==> config.mk <==
export PLATFORM = sky130hd
export DESIGN_NAME = ram_bist
export DESIGN_NICKNAME = d
export VERILOG_FILES = /design/src/rtl/ram_bist_pkg.sv /design/src/rtl/ram_bist_checker.sv /design/src/rtl/ram_bist.sv
export SDC_FILE = /design/constraint.sdc
export NUM_CORES = 1
export LEC_CHECK = 0
export ABC_AREA = 1
export CAP_MARGIN = 5
export CORE_MARGIN = 2
export CORE_UTILIZATION = 40
export CTS_BUF_LIST = sky130_fd_sc_hd__clkbuf_4
export DETAILED_ROUTE_END_ITERATION = 8
export GPL_TIMING_DRIVEN = 0
export HOLD_SLACK_MARGIN = 0.08
export PLACE_DENSITY = 0.71
export SKIP_CTS_REPAIR_TIMING = 1
export SYNTH_ARGS = -nofsm -noshare
export SYNTH_HDL_FRONTEND = slang
export SYNTH_SLANG_ARGS = --single-unit
export TNS_END_PERCENT = 100
==> constraint.sdc <==
create_clock -name clk -period 4.2 [get_ports clk]
set_clock_uncertainty 0.2 [all_clocks]
set_input_delay 1.05 -clock clk [delete_from_list [all_inputs] [get_ports clk]]
set_output_delay 1.05 -clock clk [all_outputs]
set_load 0.03 [all_outputs]
==> src/rtl/ram_bist_pkg.sv <==
// ram_bist_pkg: shared state encoding, default geometry and expected-word helper for the RAM BIST
package ram_bist_pkg;
    typedef enum logic [2:0] {IDLE, WR_A, RD_A, DRN_A, WR_B, RD_B, DRN_B, DONE} state_t;
    localparam int DEF_ADDR_W = 4;
    localparam int DEF_DATA_W = 8;
    localparam logic [7:0] DEF_PATTERN = 8'hA5;
    // Background word for a march step: pattern xor address, inverted in the B phases.
    // Computed at 32 bits; callers truncate to their data width.
    function automatic logic [31:0] exp_word(input logic [31:0] pattern, input logic [31:0] addr, input logic inv);
        return inv ? ~(pattern ^ addr) : pattern ^ addr;
    endfunction
endpackage

==> src/rtl/ram_bist_checker.sv <==
// ram_bist_checker: registers each read's expected word/address and compares against RAM data one cycle later
//   clr        : clears error count and first-fail capture at run start
//   issue      : a read is presented to the RAM this cycle
//   exp_in     : expected word for the address being read
//   addr_in    : address being read
//   ram_dout   : registered RAM read data
//   err_cnt    : saturating mismatch count
//   fail_addr  : address of the first mismatch
//   fail_data  : word read at the first mismatch
module ram_bist_checker #(
    parameter int ADDR_W = 4,
    parameter int DATA_W = 8,
    parameter int CNT_W  = 8
) (
    input  logic              clk,
    input  logic              rst,
    input  logic              clr,
    input  logic              issue,
    input  logic [DATA_W-1:0] exp_in,
    input  logic [ADDR_W-1:0] addr_in,
    input  logic [DATA_W-1:0] ram_dout,
    output logic [CNT_W-1:0]  err_cnt,
    output logic [ADDR_W-1:0] fail_addr,
    output logic [DATA_W-1:0] fail_data
);
    logic              vld;
    logic [DATA_W-1:0] exp_q;
    logic [ADDR_W-1:0] addr_q;
    always_ff @(posedge clk or posedge rst) begin
        if (rst) begin
            vld       <= 1'b0;
            exp_q     <= '0;
            addr_q    <= '0;
            err_cnt   <= '0;
            fail_addr <= '0;
            fail_data <= '0;
        end else begin
            vld    <= issue;
            exp_q  <= exp_in;
            addr_q <= addr_in;
            if (clr) begin
                err_cnt   <= '0;
                fail_addr <= '0;
                fail_data <= '0;
            end else if (vld && ram_dout != exp_q) begin
                // err_cnt never returns to zero within a run, so zero marks the first mismatch
                if (err_cnt == '0) begin
                    fail_addr <= addr_q;
                    fail_data <= ram_dout;
                end
                if (err_cnt != '1)
                    err_cnt <= err_cnt + 1'b1;
            end
        end
    end
endmodule

==> src/rtl/ram_bist.sv <==
// ram_bist: four-phase march BIST initiator for a single-port synchronous RAM
//   start               : begin a run (sampled only when idle)
//   busy / done         : run in progress / one-cycle completion pulse
//   pass                : last run had no mismatches, held until the next start
//   err_cnt             : saturating mismatch count of the last run
//   fail_addr/fail_data : first mismatching address and the word read there
//   ram_we/addr/din     : RAM control driven while busy; ram_dout is the RAM's registered read data
module ram_bist
    import ram_bist_pkg::*;
#(
    parameter int                 ADDR_W  = DEF_ADDR_W,
    parameter int                 DATA_W  = DEF_DATA_W,
    parameter logic [DATA_W-1:0]  PATTERN = DATA_W'(DEF_PATTERN),
    parameter int                 CNT_W   = 8
) (
    input  logic              clk,
    input  logic              rst,
    input  logic              start,
    output logic              busy,
    output logic              done,
    output logic              pass,
    output logic [CNT_W-1:0]  err_cnt,
    output logic [ADDR_W-1:0] fail_addr,
    output logic [DATA_W-1:0] fail_data,
    output logic              ram_we,
    output logic [ADDR_W-1:0] ram_addr,
    output logic [DATA_W-1:0] ram_din,
    input  logic [DATA_W-1:0] ram_dout
);
    localparam logic [ADDR_W-1:0] MAX = '1;
    state_t            state;
    logic [ADDR_W-1:0] inc;
    logic [ADDR_W-1:0] dec;
    logic              clr;
    assign inc = ram_addr + 1'b1;
    assign dec = ram_addr - 1'b1;
    assign clr = (state == IDLE) && start;
    function automatic logic [DATA_W-1:0] ew(input logic [ADDR_W-1:0] a, input logic inv);
        return DATA_W'(exp_word(32'(PATTERN), 32'(a), inv));
    endfunction
    always_ff @(posedge clk or posedge rst) begin
        if (rst) begin
            state    <= IDLE;
            busy     <= 1'b0;
            done     <= 1'b0;
            pass     <= 1'b0;
            ram_we   <= 1'b0;
            ram_addr <= '0;
            ram_din  <= '0;
        end else begin
            case (state)
                IDLE: if (start) begin
                    state    <= WR_A;
                    busy     <= 1'b1;
                    pass     <= 1'b0;
                    ram_we   <= 1'b1;
                    ram_addr <= '0;
                    ram_din  <= ew('0, 1'b0);
                end
                WR_A: if (ram_addr == MAX) begin
                    state    <= RD_A;
                    ram_we   <= 1'b0;
                    ram_din  <= '0;
                    ram_addr <= '0;
                end else begin
                    ram_addr <= inc;
                    ram_din  <= ew(inc, 1'b0);
                end
                RD_A: if (ram_addr == MAX) state <= DRN_A; else ram_addr <= inc;
                DRN_A: begin
                    state   <= WR_B;
                    ram_we  <= 1'b1;
                    ram_din <= ew(MAX, 1'b1);
                end
                WR_B: if (ram_addr == '0) begin
                    state    <= RD_B;
                    ram_we   <= 1'b0;
                    ram_din  <= '0;
                    ram_addr <= MAX;
                end else begin
                    ram_addr <= dec;
                    ram_din  <= ew(dec, 1'b1);
                end
                RD_B: if (ram_addr == '0) state <= DRN_B; else ram_addr <= dec;
                DRN_B: begin
                    state <= DONE;
                    done  <= 1'b1;
                end
                DONE: begin
                    // the last compare landed at the end of DRN_B, so err_cnt is final here
                    state <= IDLE;
                    done  <= 1'b0;
                    busy  <= 1'b0;
                    pass  <= (err_cnt == '0);
                end
                default: state <= IDLE;
            endcase
        end
    end
    ram_bist_checker #(.ADDR_W(ADDR_W), .DATA_W(DATA_W), .CNT_W(CNT_W)) u_chk (
        .clk       (clk),
        .rst       (rst),
        .clr       (clr),
        .issue     ((state == RD_A) || (state == RD_B)),
        .exp_in    (ew(ram_addr, state == RD_B)),
        .addr_in   (ram_addr),
        .ram_dout  (ram_dout),
        .err_cnt   (err_cnt),
        .fail_addr (fail_addr),
        .fail_data (fail_data)
    );
endmodule
==> results.txt <==
status -> completed
clk sink count -> 48
CTS tree -> done
DR top layer -> met4
layout cells sized above 1 -> 11.6%
adder-cell share of the synthesized area -> 4.07%
GRT Residual Overflow -> 0
crit-path max cell delay -> 0.73 ns
dpl ws -> 1.42 ns
Top delay family on crit path -> buffers and inverters
most used flip-flop cell after synthesis -> dfrtp_1
Startpoint Class -> flop
global-route wire length before repair -> 9.81 mm
Util after Layout -> 50.8%
internal power -> 1.39 mW
post-synthesis simple-gate area fraction -> 32.0%
FF+latch count, synth -> 48
power share of the sequential group -> 29.7%
Worst Path Buf+Inv -> 1
largest family of logic cells by synthesized area -> simple AND/OR/NAND/NOR gates
final number of setup-violating endpoints -> 0
worst-skew pair later-pin latency -> 0.36 ns
Final nets -> 433
multiplexer area fraction after synthesis -> 0%
WL/cell -> 11.5 µm
metal3 WL -> 249 µm
critical-path cell list -> clkdlybuf4s50_1
setup TNS -> 0 ns
Die ar. -> 0.00761 mm²
synthesis-to-layout area growth -> 24.0%
Core Rows -> 30
CTS buffer count -> 5
xor/xnor share of the synthesized area -> 3.16%
Horiz. Die Dim -> 87.2 µm
Layout fillers -> 655
initial core utilization -> 41.0%
vias in the first global route -> 2198
final instance area -> 0.00343 mm²
minimum clock period -> 2.87 ns
asr flop ratio synth -> 100%
Longest Clk Path Bufs -> 2
largest net degree at the start of global routing -> 33
Fin. Hold Viols -> 0
Worst Setup End Kind -> primary output
core area -> 0.00676 mm²
drt total wl -> 5.70 mm
Post-synth EDFFs -> 0
Port Buffers -> 46
post-placement cell area -> 0.00335 mm²
FMAX -> 349 MHz
clock-pin transition on the worst setup and hold timing paths -> 0.15 ns
P_leak -> 1.82 nW
pwr/cell area -> 777 mW/mm²
overall global routing resource usage -> 16.1%
H-tree level count -> 2
worst path required time -> 2.95 ns
syn_area_per_cell -> 7.72 µm²
post-synth net total -> 379
diodes inserted -> 0
sequential area share after synthesis -> 43.4%
initial antenna violation count -> 0
most frequent cells in the layout -> nand2_1, inv_1, dfrtp_1
DRC -> 0
Via density -> 4.67
Psw -> 1.28 mW
synthesized area -> 0.00277 mm²
RSZ-0062 raised after global routing -> false
total power draw -> 2.67 mW
Logic pwr share -> 59.6%
Synth Instances -> 359
setup slack after layout -> 1.33 ns
Yosys warning count -> 0
met2 WL -> 2.72 mm
Yosys cell types -> 27
commonest non-fill, non-tap cell in the layout -> nand2_1
Boundary Pins -> 47
fin crit share -> 68.2%
WP data arrival -> 1.62 ns
DR vias -> 2307
gp weighted congestion -> 0.865
post-synthesis compound-gate area fraction -> 6.10%
ANT nets after route -> 0
detailed-routing wirelength on met1 -> 2.70 mm
root buffer cell -> clkbuf_4
dpl hpwl -> 4.33 mm
VDD IR max -> 0.439 mV
Max-slew headroom -> 74.4%
Die H -> 87.2 µm
Setup CP Type -> reg2out
max-cap check violation count -> 0
Worst R2R Setup Slack -> 2.21 ns
worst-path fanout max -> 8
drt first pass iters -> 4
hold crit path type -> reg2reg
slew of the pin with the lowest slew margin -> 0.384 ns
CP max stage cell -> clkdlybuf4s50_1
Starting DRT DRC Count -> 117
clock share of power -> 10.7%
Sw Ratio -> 47.9%
fin. max-slew vios -> 0
## metrics by stage
stage | instances | hold slack [ns]
after global placement | 485 | 0.196
after floorplan | 359 | 0.297
after global routing | 494 | 0.235
after detailed placement | 486 | 0.189
final | 494 | 0.217
after CTS | 494 | 0.223
## routing by layer
metal,up-vias,global-route usage [%]
met2,54,27.6
met5,-,0
met1,1031,21.0
met4,0,3.36
li1,1220,-
met3,2,3.60
## synth_stat cells, types with 3 or more instances
cell / instances / area (µm²)
a31oi_1: 3 / 18.8
buf_4: 4 / 30.0
nand4_1: 3 / 18.8
ha_1: 9 / 113
nand2_1: 120 / 450
inv_1: 55 / 206
buf_6: 5 / 56.3
nand3_1: 20 / 100
dfrtp_1: 48 / 1200
a21oi_1: 8 / 40.0
o21ai_0: 12 / 60.1
xor2_1: 8 / 70.1
o21ai_1: 4 / 20.0
nand3_2: 15 / 150
nor2_1: 23 / 86.3
inv_2: 3 / 11.3
nand2_2: 5 / 31.3
## final cells by class
| cell class | count | area [µm²] | share of cell area, % |
|---|---|---|---|
| Tap cell | 80 | 100 | 2.91 |
| Buffer | 11 | 96.3 | 2.81 |
| Multi-Input combinational cell | 242 | 1250 | 36.5 |
| Sequential cell | 48 | 1200 | 35.0 |
| Clock buffer | 5 | 37.5 | 1.09 |
| Timing Repair Buffer | 47 | 480 | 14.0 |
| Clock inverter | 3 | 46.3 | 1.35 |
| Inverter | 58 | 218 | 6.34 |
## sequential cells by signal, summed over array words and instances (netlist names), 3 cells and up
register,flops
ram_addr,4
u_chk.fail_data,8
u_chk.fail_addr,4
ram_din,6
state,3
u_chk.exp_q,6
u_chk.err_cnt,8
u_chk.addr_q,4
## power groups by stage
stage               Sequential [mW]  Clock [mW]  Combinational [mW]
global placement              0.799           0                1.57
global route                  0.822       0.315                1.78
finish                        0.792       0.285                1.59
floorplan                      1.04           0               0.868
detailed placement            0.805           0                1.60
CTS                           0.794       0.295                1.61
## final timing paths
kind / from / endpoint / cells after the start
max: ram_addr[0] / ram_addr[0] / 1
max reg2reg: state[0] / u_chk.err_cnt[7] / 9
min in group asynchronous: rst / u_chk.err_cnt[5] / 2
min: ram_addr[2] / u_chk.addr_q[2] / 0
max in group asynchronous: rst / state[2] / 3
min reg2reg: ram_addr[2] / u_chk.addr_q[2] / 0
## kinds of logic (layout without fill, tap and decap cells)
kind of cell,count (synthesis),after routing
buffers and inverters,69,124
adder cells (fa/ha/maj),9,9
XOR/XNOR,10,10
AO/OA/AOI/OAI,31,31
flip-flops,48,48
AND/OR/NAND/NOR,192,192
(Power assumes the default switching activity.)
==> RTL edit, RTL diff (config.mk and constraints unchanged) <==
`CNT_W` is set to 8 in 2 places; all go to 10.
--- a/src/rtl/ram_bist_checker.sv
+++ b/src/rtl/ram_bist_checker.sv
@@ -10,7 +10,7 @@
 module ram_bist_checker #(
     parameter int ADDR_W = 4,
     parameter int DATA_W = 8,
-    parameter int CNT_W  = 8
+    parameter int CNT_W  = 10
 ) (
     input  logic              clk,
     input  logic              rst,
--- a/src/rtl/ram_bist.sv
+++ b/src/rtl/ram_bist.sv
@@ -11,7 +11,7 @@
     parameter int                 ADDR_W  = DEF_ADDR_W,
     parameter int                 DATA_W  = DEF_DATA_W,
     parameter logic [DATA_W-1:0]  PATTERN = DATA_W'(DEF_PATTERN),
-    parameter int                 CNT_W   = 8
+    parameter int                 CNT_W   = 10
 ) (
     input  logic              clk,
     input  logic              rst,
Ports: changed (resized err_cnt); port bits go from 47 to 49. No check against the original RTL was run, so the function may have changed too.
==> RTL edit against the original RTL <==
Sequential cell count increased by 2; worst setup slack about the same; register-to-register slack got worse by 0.04 ns; global-route usage increased by 0.62 points; cell area increased by 3.8%; wire length increased by 5.3%; power increased by 4.6%; synthesized cell count increased by 4.2%; synthesized area increased by 2.4%; final cell count increased by 6.7%; utilization increased by 1.3 points; maximum frequency about the same; largest cell class unchanged.
==> RTL edit: results <==
group,metric,value,unit
setup_path,reg2reg_slack,2.17,ns
placed_design,post_dp_cell_area,3458,sq um
detailed_routing,iteration_0_drc_markers,86,
yosys,netlist_top_cells_count,"125 x nand2_1, 50 x dfrtp_1, 42 x inv_1",
placed_design,dpl.hpwl,4464,microns
timing,achievable-frequency,0.3490,GHz
power_and_ir_drop,combinationalPowerShare,58.4,%
yosys,netlist-cell-type-count,28,
yosys,post_synth_net_total,394,
setup_path,critical_path.max_fanout,7,
final_layout,post_route_cells_drive_above_1_share,11.37,%
timing,timing.hold.ws,0.2227,ns
status,run_status,"finished clean",
placed_design,gp_congestion,0.9036,
power_and_ir_drop,vdd_drop_max,0.3261,mV
final_layout,top_regs,"u_chk.err_cnt x10, u_chk.fail_data x8",
global_routing,track_usage,16.75,%
detailed_routing,avgRoutedWirePerCell,11.38,microns
final_layout,layout.cells.non_filler,527,
detailed_routing,dr_total_vias,2447,
power_and_ir_drop,switchingPower,1.309,mW
global_routing,grt.met1_usage,22.31,%
detailed_routing,detail_route.wirelength.met1,2985,microns
global_routing,first_global_vias,2343,
power_and_ir_drop,p_per_area,783.1,nW/um^2
[RTL edit: changes by cell type in the layout (fill, tap and decap cells not counted), sizes merged, moves of 2 or more]
| cell | unedited run | this run |
|---|---|---|
| o21ai | 16 | 14 |
| clkdlybuf4s50 | 46 | 48 |
| dfrtp | 48 | 50 |
| or2 | 0 | 3 |
| nand3 | 35 | 40 |
| nand2 | 125 | 132 |
| inv | 59 | 55 |
[RTL edit: layout make-up]
cell class,instances,area (sq um)
multi-input cells,257,1287
well taps,96,120.1
clock inverters,3,68.82
plain buffers,12,92.59
fillers,674,3267
repair buffers,49,500.5
flip-flops and latches,50,1251
clock buffers,5,37.54
inverters,55,206.4
[RTL edit: kinds of logic (layout without fill, tap and decap cells)]
kind of cell	count (synthesis)	count (layout)
AOI/OAI and AO/OA	28	28
and+or+nand+nor	209	209
xor gates and xnor gates	11	11
adders and majority gates	9	9
DFF	50	50
buffers and inverters	67	124
